===== config.mk =====
export PLATFORM = sky130hd
export DESIGN_NAME = audio_tone_source_flat
export DESIGN_NICKNAME = d
export VERILOG_FILES = /design/src/rtl/audio_tone_pkg.sv /design/src/rtl/audio_tone_source_if.sv /design/src/rtl/audio_rate_strobe.sv /design/src/rtl/audio_tone_source.sv /design/src/flat_wrapper.sv
export SDC_FILE = /design/constraint.sdc
export NUM_CORES = 1
export LEC_CHECK = 0
export ABC_AREA = 1
export BUFFER_PORTS_ARGS = -buffer_cell sky130_fd_sc_hd__buf_2
export CAP_MARGIN = 20
export CORE_UTILIZATION = 45
export CTS_BUF_LIST = sky130_fd_sc_hd__clkbuf_4 sky130_fd_sc_hd__clkbuf_8
export CTS_CLUSTER_SIZE = 14
export DETAILED_ROUTE_END_ITERATION = 8
export HOLD_SLACK_MARGIN = 0.15
export SLEW_MARGIN = 40
export SYNTH_ARGS = -nofsm -noshare
export SYNTH_HDL_FRONTEND = slang
export SYNTH_HIERARCHICAL = 1
export SYNTH_SLANG_ARGS = --single-unit

===== constraint.sdc =====
create_clock -name clk_pixel -period 2.8 [get_ports clk_pixel]
set_clock_uncertainty 0.05 [all_clocks]
set_input_delay 0.42 -clock clk_pixel [delete_from_list [all_inputs] [get_ports clk_pixel]]
set_output_delay 0.42 -clock clk_pixel [all_outputs]
set_load 0.02 [all_outputs]

===== src/rtl/audio_tone_pkg.sv =====
// Shared types and helpers for the audio test-tone source.
// Waveform encoding and divider sizing are used by the top level and the strobe divider.
package audio_tone_pkg;

   typedef enum logic [1:0] {
      WAVE_SAW      = 2'd0,
      WAVE_SQUARE   = 2'd1,
      WAVE_TRIANGLE = 2'd2,
      WAVE_SILENCE  = 2'd3
   } wave_mode_t;

   // The accumulator must hold acc+AUDIO_RATE before the wrap subtraction.
   function automatic int acc_width(input longint clk_rate, input longint audio_rate);
      return $clog2(clk_rate + audio_rate);
   endfunction

endpackage


===== src/rtl/audio_tone_source_if.sv =====
// Per-channel tone controls in, audio strobe and sample words out.
// master drives the controls (HDMI glue or bench); slave is the tone source.
interface audio_tone_source_if
   import audio_tone_pkg::*;
#(
   parameter int CHANNELS = 2,
   parameter int W        = 16,
   parameter int P        = 24
);
   logic [P-1:0]        phase_inc   [CHANNELS];
   wave_mode_t          wave_mode   [CHANNELS];
   logic [3:0]          atten       [CHANNELS];
   logic                audio_tick;
   logic signed [W-1:0] sample_word [CHANNELS];
   logic                sample_valid;

   modport master (
      output phase_inc, wave_mode, atten,
      input  audio_tick, sample_word, sample_valid
   );

   modport slave (
      input  phase_inc, wave_mode, atten,
      output audio_tick, sample_word, sample_valid
   );
endinterface


===== src/rtl/audio_rate_strobe.sv =====
// Fractional (Bresenham) divider: emits exactly AUDIO_RATE one-cycle ticks
// every CLK_RATE cycles, with spacing floor or ceil of CLK_RATE/AUDIO_RATE.
module audio_rate_strobe
   import audio_tone_pkg::*;
#(
   parameter int CLK_RATE   = 74250000,
   parameter int AUDIO_RATE = 48000
) (
   input  logic clk_pixel,
   input  logic reset,
   output logic audio_tick
);
   localparam int ACC_W = acc_width(CLK_RATE, AUDIO_RATE);
   localparam logic [ACC_W-1:0] CLK_C   = ACC_W'(CLK_RATE);
   localparam logic [ACC_W-1:0] AUDIO_C = ACC_W'(AUDIO_RATE);

   if (!(AUDIO_RATE > 0 && AUDIO_RATE < CLK_RATE)) begin : g_bad_rate
      $error("audio_rate_strobe: need 0 < AUDIO_RATE < CLK_RATE");
   end

   logic [ACC_W-1:0] acc_q, acc_d, acc_sum;
   logic             tick_q, tick_d;

   always_comb begin
      acc_sum = acc_q + AUDIO_C;
      acc_d   = acc_sum;
      tick_d  = 1'b0;
      if (acc_sum >= CLK_C) begin
         acc_d  = acc_sum - CLK_C;
         tick_d = 1'b1;
      end
   end

   always_ff @(posedge clk_pixel) begin
      if (reset) begin
         acc_q  <= '0;
         tick_q <= 1'b0;
      end else begin
         acc_q  <= acc_d;
         tick_q <= tick_d;
      end
   end

   assign audio_tick = tick_q;
endmodule


===== src/rtl/audio_tone_source.sv =====
// Multi-channel HDMI test-tone generator in the pixel clock domain: strobe,
// then phase update (stage 1), then shaped and attenuated sample (stage 2).
module audio_tone_source
   import audio_tone_pkg::*;
#(
   parameter int CLK_RATE        = 74250000,
   parameter int AUDIO_RATE      = 48000,
   parameter int AUDIO_BIT_WIDTH = 16,
   parameter int CHANNELS        = 2,
   parameter int PHASE_WIDTH     = 24
) (
   input  logic                clk_pixel,
   input  logic                reset,
   audio_tone_source_if.slave  tone
);
   localparam int W = AUDIO_BIT_WIDTH;
   localparam int P = PHASE_WIDTH;
   localparam logic signed [W-1:0] SQ_MAX = {1'b0, {(W-1){1'b1}}};

   if (P < W + 1) begin : g_bad_width
      $error("audio_tone_source: PHASE_WIDTH must be at least AUDIO_BIT_WIDTH+1");
   end

   function automatic logic signed [W-1:0] shape(input logic [P-1:0] ph, input wave_mode_t m);
      logic [W-1:0] u, v, t;
      u = ph[P-1 -: W];
      v = ph[P-2 -: W];
      t = ph[P-1] ? ~v : v;
      case (m)
         WAVE_SAW:      return $signed({~u[W-1], u[W-2:0]});
         WAVE_SQUARE:   return ph[P-1] ? -SQ_MAX : SQ_MAX;
         WAVE_TRIANGLE: return $signed({~t[W-1], t[W-2:0]});
         default:       return '0;
      endcase
   endfunction

   // Shifts of W or more collapse to the sign: 0 or -1.
   function automatic logic signed [W-1:0] attenuate(input logic signed [W-1:0] x,
                                                    input logic [3:0] a);
      if (int'(a) >= W) return x >>> (W - 1);
      return x >>> a;
   endfunction

   logic tick;
   logic vld_p1_q, vld_p2_q;

   audio_rate_strobe #(
      .CLK_RATE   (CLK_RATE),
      .AUDIO_RATE (AUDIO_RATE)
   ) u_strobe (
      .clk_pixel  (clk_pixel),
      .reset      (reset),
      .audio_tick (tick)
   );

   // Stage boundaries: tick -> phase/shadow update (p1) -> sample register (p2).
   always_ff @(posedge clk_pixel) begin
      if (reset) begin
         vld_p1_q <= 1'b0;
         vld_p2_q <= 1'b0;
      end else begin
         vld_p1_q <= tick;
         vld_p2_q <= vld_p1_q;
      end
   end

   for (genvar c = 0; c < CHANNELS; c++) begin : g_ch
      logic [P-1:0]        phase_q, phase_d;
      wave_mode_t          mode_q;
      logic [3:0]          atten_q;
      logic signed [W-1:0] sample_q;

      assign phase_d = phase_q + tone.phase_inc[c];

      always_ff @(posedge clk_pixel) begin
         if (reset) begin
            phase_q  <= '0;
            mode_q   <= WAVE_SAW;
            atten_q  <= '0;
            sample_q <= '0;
         end else begin
            if (tick) begin
               phase_q <= phase_d;
               mode_q  <= tone.wave_mode[c];
               atten_q <= tone.atten[c];
            end
            if (vld_p1_q) begin
               sample_q <= attenuate(shape(phase_q, mode_q), atten_q);
            end
         end
      end

      assign tone.sample_word[c] = sample_q;
   end

   assign tone.audio_tick   = tick;
   assign tone.sample_valid = vld_p2_q;
endmodule


===== src/flat_wrapper.sv =====
// flat-port wrapper written by rule: the top's interface ports become plain ports
module audio_tone_source_flat import audio_tone_pkg::*;
#(
   parameter int CLK_RATE        = 74250000,
   parameter int AUDIO_RATE      = 48000,
   parameter int AUDIO_BIT_WIDTH = 16,
   parameter int CHANNELS        = 2,
   parameter int PHASE_WIDTH     = 24
)
  (clk_pixel, reset, tone_phase_inc, tone_wave_mode, tone_atten, tone_audio_tick, tone_sample_word, tone_sample_valid);
  audio_tone_source_if #(.CHANNELS(CHANNELS), .W((16)), .P((24))) tone_i ();
  input  logic clk_pixel;
  input  logic reset;
  input wire logic [$bits(tone_i.phase_inc)-1:0] tone_phase_inc;
  input wire logic [$bits(tone_i.wave_mode)-1:0] tone_wave_mode;
  input wire logic [$bits(tone_i.atten)-1:0] tone_atten;
  output wire logic [$bits(tone_i.audio_tick)-1:0] tone_audio_tick;
  output wire logic [$bits(tone_i.sample_word)-1:0] tone_sample_word;
  output wire logic [$bits(tone_i.sample_valid)-1:0] tone_sample_valid;
  assign tone_i.phase_inc = {>>{tone_phase_inc}};
  assign tone_i.wave_mode = {>>{tone_wave_mode}};
  assign tone_i.atten = {>>{tone_atten}};
  assign tone_audio_tick = tone_i.audio_tick;
  assign tone_sample_word = {>>{tone_i.sample_word}};
  assign tone_sample_valid = tone_i.sample_valid;
  audio_tone_source #(.CLK_RATE(CLK_RATE), .AUDIO_RATE(AUDIO_RATE), .AUDIO_BIT_WIDTH(AUDIO_BIT_WIDTH), .CHANNELS(CHANNELS), .PHASE_WIDTH(PHASE_WIDTH)) u_core (.clk_pixel(clk_pixel), .reset(reset), .tone(tone_i));
endmodule

# After elaboration in Yosys (flattened, before gate mapping)
# Cells that the tools add are included.
# classes
n_addsub	4
order_cmp	1
eq_ne	4
shift	2
muxes	12
bitwise_logic	6
reduce_logical	2
# op_table
op	n
2-to-1 mux 16 bit	8
case mux 16 bit (3 select lines)	2
adder 24 bit	2
NOT 16 bit	2
>>> shifter 16 x 4 -> 16 bit	2
adder 27 x 16 -> 27 bit, second input constant	1
greater-or-equal comparator 27 bit, second input constant	1
2-to-1 mux 27 bit	1
subtractor 27 bit, second input constant	1
== test 2 x 1 -> 1 bit, second input constant	2
== test 2 bit, second input constant	2
zero test 2 bit	2
NOT 1 bit	4
2-to-1 mux 1 bit	1
# word_totals
register_bits	122
inputBits	62
out_inout_bits	34
word_cells	43

# Logic depth before layout (Yosys ltp)
# depth
word_depth	7
depth_mapped	20
ltp_nobuf	19

# Cells and area by module
# The synthesis kept the hierarchy.
# by_module_without_submodules
module	n_inst	cells_per_inst	area_per_inst_um2	seq_area_each_um2
audio_tone_source	1	1393	8194.1	1881.8
audio_rate_strobe	1	389	2197.1	480.5

# Worst setup path before layout
# Ideal clock, no wire load.
# synth_timing
path_kind	register -> register
startpoint	reg u_core.u_strobe.acc_q[7]
endpoint	reg u_core.u_strobe.acc_q[16]
setup_ns	0.113
arrival_ns	2.104
required_time_ns	2.637
path_slack_ns	0.532
stages_incl_launch_ff	21
n_path_buf	2
period_less_slack_ns	2.268
path_cell_list	dfxtp_1 inv_1 ha_1 nand2_1 nand2_1 nand2_1 nand2_2 nand2_4 nand2_1 nand2_1 inv_2 nor2_2 nand2_1 nand2_1 nor2_2 nor2_4 nand2_4 buf_6 buf_8 a21oi_2 nor2_1
# synth_via
elab_chain_len	3
word_cells_on_any_way	4
classes_between	2 x add/sub; 1 x order compare; 1 x mux
# synth_rtl
item	line	text
start: declaration	audio_rate_strobe.sv:21	logic [ACC_W-1:0] acc_q, acc_d, acc_sum;
start signal: assignment	audio_rate_strobe.sv:36	acc_q <= '0;
start signal: assignment	audio_rate_strobe.sv:39	acc_q <= acc_d;
adder 27 x 16 -> 27 bit *	audio_rate_strobe.sv:25	acc_sum = acc_q + AUDIO_C;
subtractor 27 bit / greater-or-equal comparator 27 bit (equally long branches)	audio_rate_strobe.sv:29, audio_rate_strobe.sv:28	
2-to-1 mux 27 bit *	audio_rate_strobe.sv:28	if (acc_sum >= CLK_C) begin
# Mark *: on every way between the ends. The rest lies on a longest branch, timed or not.
# A chain may end at the register's enable or synchronous reset.

# Worst setup path after layout
# layout_timing
startpoint	reg u_core.u_strobe.acc_q[7]
endpoint	reg u_core.u_strobe.acc_q[15]
# Same word-level chain as after synthesis.

==> flow_metrics.py <==
metrics = {
    "die": {
        "pin_count": 96,
        "core_area_um2": 22640,
        "die_w_um": 154.0,
        "die_area_um2": 23700,
        "initial_utilization": 0.4590,
        "die_h_um": 154.0,
        "rows": 55,
    },
    "synthesis": {
        "synthTopCellsByArea": "dfxtp_1 (23%), nand2_1 (19%), nand3_1 (12%)",
        "synth_nets": 1896,
        "ys_warn_count": 6,
        "yosysTopAreaCell": "dfxtp_1",
        "synthesis.area_um2": 10390,
        "yosys.area.top_type_share": 0.2273,
        "synth_edf_count": 0,
        "synth_ff_type": "dfxtp_1",
        "seq_area_frac_synth": 0.2273,
        "avgSynthCellArea_um2": 5.831,
        "async_reset_ff_frac": 0,
        "yosysUniqueCellTypes": 46,
        "syn_inst": 1782,
        "ys_seq_elements": 118,
    },
    "power_and_ir_drop": {
        "cellPowerDensity_nw_per_um2": 357.7,
        "ir_drop_uv": 401.6,
        "finalPower_mw": 4.103,
        "p_leak_nw": 5.999,
    },
    "layout": {
        "final_layout_size_suffix_gt1_frac": 0.1137,
        "regArea_um2": 2364,
        "multiInputGateArea_um2": 6962,
        "fillers": 2507,
        "layout_commonest_cell": "nand2_1",
        "utilization": 0.5066,
        "area_growth_pct": 10.38,
        "nets": 1965,
        "antenna_cells": 0,
        "final_cell_mix": "nand2_1 (526), nand3_1 (253), inv_1 (189)",
    },
    "sta": {
        "fin_crit_ns": 2.533,
        "final-hold-violation-count": 0,
        "layout_setup_ws_ns": 0.2671,
        "max_slew_margin": 0.5485,
        "period_share": 0.9046,
        "tns_ns": 0,
        "slew_violations": 0,
        "clock.fmax_mhz": 394.8,
        "setup_viol": 0,
        "worst_pin_slew_ns": 0.6754,
        "whs_ns": 0.1963,
    },
    "placement": {
        "port-buffer-count": 95,
        "dpl_worst_slack_ns": 0.1189,
        "hpwlAfterDp_mm": 22.76,
        "gp_congestion": 0.9679,
    },
    "drt": {
        "top_layer_used": "met5",
        "drt_iter0_drc": 749,
        "avgViaCountPerCell": 5.257,
        "routedWlPerCell_um": 14.14,
        "wl_met2_mm": 13.48,
        "drc_errors": 0,
        "met1Wirelength_mm": 15.25,
        "drt_pass1_iterations": 5,
        "vias": 11297,
        "wirelength_mm": 30.39,
        "wl_met3_mm": 1.300,
        "postRouteAntennaNets": 0,
    },
    "run_status": {
        "status": "complete, no violations",
    },
    "global_route": {
        "grtUsageTotal": 0.2606,
        "grt_pass1_vias": 10329,
        "grt_overflow": 0,
        "grt_pass1_wl_mm": 50.47,
        "grt_max_degree": 59,
        "antenna_found_initial": 1,
    },
    "clocking": {
        "cts_root_buf": "clkbuf_8",
        "cts_tree": "yes",
        "cts_sinks": 118,
        "cts_made_buffers": 17,
        "insertion_delay_ns": 0.45,
        "path_clk_slew_ns": 0.08,
        "cts_hold_buf": 0,
        "cts_htree_levels": 4,
        "clock_path_buffers": 2,
    },
    "setup_path": {
        "crit_fanout": 19,
        "r2r_setup_slack_ns": 0.27,
        "cp.required_ns": 3.10,
        "crit_type": "flop to flop",
        "end_kind": "flop",
        "cp.arrival_ns": 2.83,
        "start_kind": "flop",
    },
    "hold_path": {
        "min_path_type": "primary input to flop",
    },
    "flow_run": {
        "cap_violations": 0,
    },
}
worst max-delay path, cell delays in order (launching register included):
cell and delay, ns:
dfxtp_1 0.31, inv_1 0.16, ha_1 0.20, nand2_1 0.08, nand2_2 0.14, nand2_2 0.08, nand2_2 0.09, nand2_4 0.07
nand2_1 0.06, nand2_1 0.07, nand2_2 0.11, nand2_2 0.07, nor2_2 0.13, nand2_1 0.10, nor2_2 0.14, nor2_4 0.05
buf_4 0.15, nand2_8 0.15, nand2_2 0.05, a21oi_1 0.18
cell type report:
class	count	area share
flip-flops and latches	118	0.2061
clock buffers	20	0.02291
multi-input cells	1393	0.6070
clock inverters	12	0.009163
repair buffers	112	0.05476
well taps	285	0.03109
inverters	209	0.06905
timing repair:
action / in CTS / in global routing
setup endpoints to repair: 0 / 24
gates resized for setup: 0 / 7
setup buffers: 0 / 4
registers in the layout, summed over array words and instances (netlist names):
register,count
u_core/g_ch.mode_q,4
u_core/g_ch.atten_q,8
u_core/g_ch.sample_q,32
u_core/g_ch.phase_q,48
u_core/u_strobe/acc_q,23
u_core/vld_p1_q,1
u_core/u_strobe/audio_tick,1
u_core/tone.sample_valid,1
synth_stat cells, types with 2 or more instances:
| library cell | n |
|---|---|
| a21o_1 | 4 |
| nor2_4 | 5 |
| a21oi_1 | 125 |
| o21a_1 | 7 |
| xnor2_1 | 6 |
| a21boi_0 | 6 |
| inv_2 | 15 |
| nand3_2 | 5 |
| nor2_2 | 10 |
| o21ai_0 | 95 |
| dfxtp_1 | 118 |
| nand4_1 | 35 |
| nand2_4 | 3 |
| buf_1 | 3 |
| o211ai_1 | 10 |
| buf_2 | 14 |
| ha_1 | 50 |
| and2_1 | 2 |
| o21bai_1 | 5 |
| inv_1 | 189 |
| a21oi_2 | 7 |
| nand2_1 | 528 |
| nor3_1 | 15 |
| a21boi_1 | 2 |
| fa_1 | 2 |
| buf_4 | 5 |
| nand2_2 | 12 |
| buf_6 | 5 |
| xor2_1 | 23 |
| clkbuf_1 | 35 |
| o21ai_1 | 4 |
| clkinv_1 | 3 |
| nor2_1 | 165 |
| a31oi_1 | 5 |
| nand3_1 | 253 |
report_power, final:
part           total (mW)  switching (mW)  internal, mW
Sequential           1.76          0.0511          1.71
Combinational       0.820           0.558         0.263
Clock                1.52           0.780         0.740
metrics by stage:
step / cell area (um2) / cells
6_report: 11470 / 2149
5_1_grt: 11470 / 2149
2_1_floorplan: 10390 / 1782
3_3_place_gp: 11010 / 2112
4_1_cts: 11380 / 2144
3_5_place_dp: 11010 / 2112
cell families (layout without fill, tap and decap cells):
| kind of cell | after synthesis | in the layout | synth area share |
|---|---|---|---|
| AOI/OAI and AO/OA | 272 | 272 | 0.1429 |
| DFF | 118 | 118 | 0.2273 |
| and+or+nand+nor | 1039 | 1040 | 0.4341 |
| xor gates and xnor gates | 29 | 29 | 0.02444 |
| buffers and inverters | 272 | 353 | 0.1072 |
| adders and majority gates | 52 | 52 | 0.06406 |
routing by layer:
layer / track usage / vias up
li1: - / 5969
met1: 0.3603 / 5059
met2: 0.4188 / 242
met3: 0.04143 / 25
met4: 0.06810 / 2
met5: 0 / -
path summary, 6_finish.rpt:
kind                                           start                                 endpoint  depth (start not counted)
max reg2reg      u_core/u_strobe/acc_q[7]$_SDFF_PP0_     u_core/u_strobe/acc_q[15]$_SDFF_PP0_                         19
max              u_core/u_strobe/acc_q[7]$_SDFF_PP0_     u_core/u_strobe/acc_q[15]$_SDFF_PP0_                         19
min reg2reg  u_core/g_ch[1].sample_q[1]$_SDFFE_PP0P_  u_core/g_ch[1].sample_q[1]$_SDFFE_PP0P_                          2
min                                    tone_atten[5]   u_core/g_ch[0].atten_q[1]$_SDFFE_PP0P_                          3
Power figures use the tool's default switching activity.
